<file path="config.mk">
export PLATFORM = sky130hd
export DESIGN_NAME = mem_access_sequencer
export DESIGN_NICKNAME = d
export VERILOG_FILES = /design/src/rtl/mem_access_sequencer.sv
export SDC_FILE = /design/constraint.sdc
export NUM_CORES = 1
export LEC_CHECK = 0
export CORE_MARGIN = 2
export CORE_UTILIZATION = 28
export CTS_CLUSTER_DIAMETER = 60
export DETAILED_ROUTE_END_ITERATION = 6
export GPL_TIMING_DRIVEN = 0
export SLEW_MARGIN = 10
export SYNTH_ARGS = -nofsm -noshare
export SYNTH_HDL_FRONTEND = slang
export SYNTH_SLANG_ARGS = --single-unit
</file>
<file path="constraint.sdc">
create_clock -name Clk -period 2.1 [get_ports Clk]
set_input_delay 0.42 -clock Clk [delete_from_list [all_inputs] [get_ports Clk]]
set_output_delay 0.42 -clock Clk [all_outputs]
set_load 0.02 [all_outputs]
</file>
<file path="src/rtl/mem_access_sequencer.sv">
// mem_access_sequencer: load/store/swap control sequencer with alignment and MFC-timeout traps
module mem_access_sequencer #(
  parameter int RIDX_W      = 5,
  parameter int TO_CYCLES   = 16,
  parameter int ALIGN_CHECK = 1
) (
  input  logic              Clk,
  input  logic              RESET_n,
  input  logic              start,
  input  logic [5:0]        op,
  input  logic [RIDX_W-1:0] rd,
  input  logic [2:0]        addr_lo,
  input  logic              MFC,
  output logic              busy,
  output logic              done,
  output logic              trap,
  output logic [1:0]        trap_code,
  output logic              MAR_Enable,
  output logic              MDR_Enable,
  output logic              MDR_Mux_select,
  output logic              RAM_enable,
  output logic              TEMP_Enable,
  output logic              register_file,
  output logic [5:0]        RAM_OpCode,
  output logic [RIDX_W-1:0] rf_sel,
  output logic              addr_inc,
  output logic              wb_temp
);
  typedef enum logic [3:0] {IDLE, ADDR, RREQ, TEMP, DLOAD, WREQ, WB, DONE, TRAP} state_t;
  state_t state, state_n;
  logic [5:0] op_q;
  logic [RIDX_W-1:0] rd_q;
  logic [2:0] alo_q;
  logic word2, word2_n;
  logic [7:0] wcnt;
  logic [1:0] tcode_n;
  logic [5:0] op_c;
  logic [RIDX_W-1:0] rd_c;
  logic [2:0] alo_c;
  logic is_ld, is_st, is_sw, is_dbl, is_half, is_word, legal, mis, last, tmo, in_req;
  // In IDLE the decode looks at the live inputs so a bad access can trap straight from the start edge
  assign op_c    = (state == IDLE) ? op : op_q;
  assign rd_c    = (state == IDLE) ? rd : rd_q;
  assign alo_c   = (state == IDLE) ? addr_lo : alo_q;
  assign is_ld   = op_c inside {6'b000000, 6'b000001, 6'b000010, 6'b001001, 6'b001010, 6'b000011};
  assign is_st   = op_c inside {6'b000100, 6'b000101, 6'b000110, 6'b000111};
  assign is_sw   = op_c == 6'b001111;
  assign is_dbl  = op_c inside {6'b000011, 6'b000111};
  assign is_half = op_c inside {6'b000010, 6'b001010, 6'b000110};
  assign is_word = op_c inside {6'b000000, 6'b000100};
  assign legal   = is_ld || is_st || is_sw;
  assign mis     = (ALIGN_CHECK != 0) && (((is_word || is_sw) && alo_c[1:0] != 2'b00) ||
                   (is_half && alo_c[0]) || (is_dbl && (alo_c != 3'b000 || rd_c[0])));
  assign last    = !is_dbl || word2;
  assign in_req  = state == RREQ || state == WREQ;
  assign tmo     = wcnt == 8'(TO_CYCLES - 1);
  assign word2_n = (state == IDLE) ? 1'b0 : (state_n == ADDR) ? 1'b1 : word2;
  // State register, latched access fields, request wait counter and sticky trap code
  always_ff @(posedge Clk or negedge RESET_n) begin
    if (!RESET_n) begin
      state     <= IDLE;
      op_q      <= '0;
      rd_q      <= '0;
      alo_q     <= '0;
      word2     <= 1'b0;
      wcnt      <= '0;
      trap_code <= 2'b00;
    end else begin
      state <= state_n;
      word2 <= word2_n;
      wcnt  <= (in_req && !MFC && state_n == state) ? wcnt + 8'd1 : 8'd0;
      if (state == IDLE && start) begin
        op_q  <= op;
        rd_q  <= rd;
        alo_q <= addr_lo;
      end
      if (state_n == TRAP) trap_code <= tcode_n;
    end
  end
  // Next-state selection; a double access loops back to ADDR once before finishing
  always_comb begin
    state_n = state;
    tcode_n = 2'b00;
    case (state)
      IDLE: if (start) begin
        state_n = (!legal || mis) ? TRAP : ADDR;
        tcode_n = !legal ? 2'b01 : 2'b10;
      end
      ADDR:  state_n = is_st ? DLOAD : RREQ;
      RREQ:  if (MFC) state_n = is_sw ? TEMP : WB;
             else if (tmo) begin
               state_n = TRAP;
               tcode_n = 2'b11;
             end
      TEMP:  state_n = DLOAD;
      DLOAD: state_n = WREQ;
      WREQ:  if (MFC) state_n = is_sw ? WB : last ? DONE : ADDR;
             else if (tmo) begin
               state_n = TRAP;
               tcode_n = 2'b11;
             end
      WB:    state_n = last ? DONE : ADDR;
      default: state_n = IDLE;
    endcase
  end
  assign busy           = state != IDLE;
  assign MAR_Enable     = state == ADDR;
  assign addr_inc       = state == ADDR && word2;
  assign RAM_enable     = in_req;
  assign MDR_Mux_select = state == RREQ;
  assign MDR_Enable     = (state == RREQ && MFC) || state == DLOAD;
  assign TEMP_Enable    = state == TEMP;
  assign register_file  = state == WB;
  assign wb_temp        = state == WB && is_sw;
  assign done           = state == DONE;
  assign trap           = state == TRAP;
  assign RAM_OpCode     = RAM_enable ? op_q : 6'b000000;
  assign rf_sel         = (state == DLOAD || state == WB) ? (word2 ? {rd_q[RIDX_W-1:1], 1'b1} : rd_q) : '0;
endmodule

</file>
Yosys cells after proc, flatten, opt, wreduce, memory -nomap -nowiden

Index checks and enable logic that the tools add are counted.

Eq/ne operators: 22
Multiplexer cells: 24
Reduce and logical (&&, ||, !) cells: 35
$add $sub $neg: 1

Operator list:

| kind                | number |
|---|---|
| $pmux 4 s7          | 1 |
| $eq 6x3->1 const B  | 4 |
| $mux 4              | 6 |
| $eq 6x4->1 const B  | 3 |
| $eq 4x3->1 const B  | 4 |
| $eq 6x2->1 const B  | 2 |
| $mux 3              | 4 |
| $mux 6              | 2 |
| $logic_or 1x1->1    | 11 |
| $logic_and 1x1->1   | 9 |
| $add 8x1->8 const B | 1 |
| $eq 4x1->1 const B  | 2 |
| $eq 4x2->1 const B  | 2 |
| $eq 4x4->1 const B  | 2 |
| $eq 8x4->1 const B  | 1 |
| $mux 2              | 4 |
| $mux 8              | 1 |
| $reduce_bool 2->1   | 4 |
| $reduce_bool 4->1   | 2 |
| $eq 6x1->1 const B  | 1 |
| $logic_not 6->1     | 1 |
| $reduce_bool 3->1   | 2 |
| $reduce_bool 6->1   | 1 |
| $mux 5              | 1 |
| 6 further kinds     | 11 |

Word-level logic and storage cells: 89
Bits in registers: 29

Logic depth before layout (Yosys ltp)

Word-level depth: 15
Depth in mapped cells: 7
Mapped depth without buffers: 6

Worst setup path after synthesis

Ideal clock, no wire load.

Path kind: register to register
Start point: register state[0]
End point: register word2
Arrival time: 2.149 ns
Cell stages (with the launch flop): 6
Library setup time: 0.130 ns
Setup slack: -0.179 ns
Period minus slack after synthesis: 2.279 ns
Data required time: 1.970 ns
Cell sequence: dfrtp_1 buf_4 nor4b_1 a31oi_1 o221ai_2 o31ai_2

Elaborated cells on any way between the ends: 54
Those cells by class: 17 x eq/ne; 14 x mux; 23 x reduce/logical

RTL lines:

| item                               | line | source |
|---|---|---|
| start: declaration                 | 30   | `state_t state, state_n;` |
| start signal: assignment           | 69   | `state <= state_n;` |
| $eq 4x2->1                         | --   |  |
| net MDR_Mux_select                 | 20   | `output logic MDR_Mux_select,` |
| $pmux 4 s7                         | 84   | `case (state)` |
| net state_n[2]                     | 30   |  |
| $eq 4x1->1                         | 57   | `assign word2_n = (state == IDLE) ? 1'b0 : (state_n == ADDR) ? 1'b1 : word2;` |
| $reduce_bool 2->1 (no source line) | --   |  |
| end signal: assignment             | 70   | `word2 <= word2_n;` |
| end: declaration                   | 34   | `logic word2, word2_n;` |

The timed path passes the listed nets, and every way through them passes these cells.
A chain may end at the register's enable or synchronous reset.

Worst setup path after layout

Start point: register state[2]
End point: output port RAM_OpCode[4]

Cells in the longest elaborated chain, start to end: 3
Elaborated cells on any way between the ends: 4
Those cells by class: 2 x eq/ne; 1 x mux; 1 x reduce/logical

RTL lines:

| item                                            | line | source |
|---|---|---|
| $eq 4x2->1 / $eq 4x3->1 (equally long branches) | 55   | `assign in_req = state == RREQ \|\| state == WREQ;` |
| $logic_or 1x1->1 *                              | 55   |  |
| $mux 6 *                                        | 117  | `assign RAM_OpCode = RAM_enable ? op_q : 6'b000000;` |
| end: declaration                                | 24   | `output logic [5:0] RAM_OpCode,` |

Every way passes the cells marked *; elsewhere a longest branch is shown, timed or not.

==> results.ini <==
[outcome]
violations = negative setup slack
status = finished, violations left

[layout]
n_antenna_cell = 0
drive_gt1_share_pct = 34.7
fin_nets = 269
fillCellCount = 630
fin_util_pct = 41.9
area_growth_pct = 46.0

[power_and_ir_drop]
pwr-share-comb_pct = 58.1
peakVddDrop_v = 0.000548
p_leak_nw = 1.13
internal_power_w = 0.00200
switching_share_pct = 42.0
power.density_mw_per_mm2 = 1310
p_seq_share_pct = 28.4
power_frac_clock_pct = 13.6
power_w = 0.00344
power_switching_w = 0.00145

[critical_path]
worst-setup-path-type = reg2out
path_max_fanout = 5
critPathArrivalTime_ns = 1.79
startpoint_type = register
crit_required_ns = 1.68
worstSetupEndpointType = output pin

[logic_synthesis]
synth_warnings = 0
synth_cell_types = 54
synth-edff-count = 0
synth.top_cell.area_share_pct = 40.2
synth_nets = 202
synth.most_common_cell = dfrtp_1
synth-seq-cells = 29
async_reset_ff_share_pct = 100
syn_inst = 183
syn_avg_cell_area_um2 = 9.85
yosysSeqAreaShare_pct = 40.2
synthFlopType = dfrtp_1
synthTopCellsByCount = 29 x dfrtp_1, 21 x nor2_1, 14 x and2_1
synth_top_cell_by_area = dfrtp_1
synthTopCellsByArea = dfrtp_1 40%, mux2_2 7.5%, and2_1 4.9%
syn-cell-area_mm2 = 0.00180

[routing]
drt_iter0_drc = 77
ant_nets = 0
vias_per_cell = 5.13
detail_route.first_pass.iterations = 4
wl_um = 4970
met3_length_um = 293
wl_met1_um = 2220
top_layer_used = met4
route.met2.wl_um = 2320
routedWlPerCell_um = 15.1
vias = 1684
drc = 0

[sta]
fin_ws_ns = -0.114
rsz0062_at_grt = yes
finalSetupTns_ns = -0.480
finalSetupViolations = 7
drv_slew = 0
layout_min_cycle_time_ns = 2.21
worstMarginPinSlew_ns = 0.666
max_freq_ghz = 0.452
slew_headroom_pct = 55.6
hold_viol = 0
skew_ns = 0.00531
finalCritPeriodShare_pct = 105

[global_routing]
overflow = 0
grt_use_total_pct = 14.5
grt_pass1_wl_um = 8190
grt_pass1_vias = 1651
antenna_found_initial = 0
grt_max_degree = 30

[clock_network]
cts_tree = done
cts_made_buffers = 5
max-clock-path-buffers = 2
clkLatencyLatePin_ns = 0.29
clkSlewWorstSetupHoldPaths_ns = 0.07
h-tree-depth = 2
cts_sinks = 29
cts_root_buf = clkbuf_8

[die]
ioPinCount = 42
start_util_pct = 28.7
die-area_mm2 = 0.00710
rows = 29
die_h_um = 84.2
dieWidth_um = 84.2
core_mm2 = 0.00628

[placed_design]
place_congestion = 0.863
dp_slack_ns = -0.598
port_buffers = 41
dp_hpwl_um = 3300

[min_path]
min_path_type = in2async

[run]
drv_cap = 0

timing repair:
| action | CTS | global route |
|---|---|---|
| buffers inserted | 14 | 4 |
| setup endpoints to repair | 22 | 21 |
| gates cloned | 1 | 0 |
| hold endpoints to repair | 0 | 0 |
| hold buffers | 0 | 0 |
| pin swaps | 7 | 6 |
| gates resized for setup | 87 | 23 |
final cells by class:
type	instances	area, µm²	share of cell area (%)
buffer	6	52.6	2.00
tap	77	96.3	3.66
timing repair buffer	59	533	20.2
sequential	29	728	27.7
clock buffer	5	68.8	2.61
inverter	6	22.5	0.856
clock inverter	3	17.5	0.665
multi-input combinational	143	1110	42.3
through the flow:
step                      cells  cell area (µm²)  hold WS (ns)
after floorplan             183             1810         0.124
after global routing        328             2630         0.213
final                       328             2630         0.153
after detailed placement    301             2310         0.452
after CTS                   324             2570         0.184
after global placement      301             2320         0.450
power by group through the flow:
| stage | registers [W] | logic, W | clock network [W] |
|---|---|---|---|
| 5_1_grt | 0.00101 | 0.00214 | 0.000504 |
| 6_report | 0.000977 | 0.00200 | 0.000467 |
| 2_1_floorplan | 0.000937 | 0.00103 | 0 |
| 3_5_place_dp | 0.000984 | 0.00158 | 0 |
| 3_3_place_gp | 0.000981 | 0.00157 | 0 |
| 4_1_cts | 0.000968 | 0.00187 | 0.000481 |
cells in the final DEF (no fill, tap or decap), types with 3 or more instances in the layout:
cell type / instances
and3_1: 3
buf_6: 13
dfrtp_1: 27
a21oi_1: 5
inv_1: 5
nand3_1: 3
clkdlybuf4s50_1: 17
a211oi_1: 4
a31oi_1: 4
mux2_2: 12
nor2_1: 19
nand2b_1: 5
buf_4: 15
dlygate4sd2_1: 9
nand2_1: 10
xnor2_1: 5
and2_4: 5
and2_1: 9
o21ai_0: 6
clkbuf_2: 4
clkbuf_8: 6
nor2b_1: 3
registers in the layout, indices dropped and copies added, names as in the netlist:
signal	flops
alo_q	3
trap_code	2
state	4
op_q	6
word2	1
rd_q	5
wcnt	8
final timing paths:
| kind | startpoint | cells past startpoint | to | slack (ns) |
|---|---|---|---|---|
| max in group asynchronous | RESET_n | 1 | state[2] | 1.48 |
| min in group Clk | wcnt[0] | 1 | wcnt[0] | 0.46 |
| setup / recovery | state[2] | 5 | RAM_OpCode[4] | -0.11 |
| hold / removal | RESET_n | 1 | wcnt[4] | 0.15 |
| setup reg to reg | state[2] | 8 | state[0] | 0.03 |
| hold reg to reg | wcnt[0] | 1 | wcnt[0] | 0.46 |
routing by layer:
metal,track usage (%),up-vias
met5,0,-
met3,4.23,16
met2,23.2,51
li1,-,810
met4,4.40,0
met1,18.9,807
critical path: stages (launching register included):
cell and delay [ns]:
dfrtp_2 0.45, or3b_4 0.44, a21oi_4 0.24, buf_6 0.13, and2_4 0.13, buf_6 0.11
cell families (layout without fill, tap and decap cells):
family                     Yosys count  in the layout  synth area share [%]
and+or+nand+nor                     79             79                  25.9
AOI/OAI and AO/OA                   42             43                  18.8
DFF                                 29             29                  40.3
muxes                               13             13                  8.05
buffers and inverters               12             79                  2.91
xor gates and xnor gates             7              7                  3.40
adders and majority gates            1              1                 0.694
Note: power is estimated with default switching activity, not from simulation.
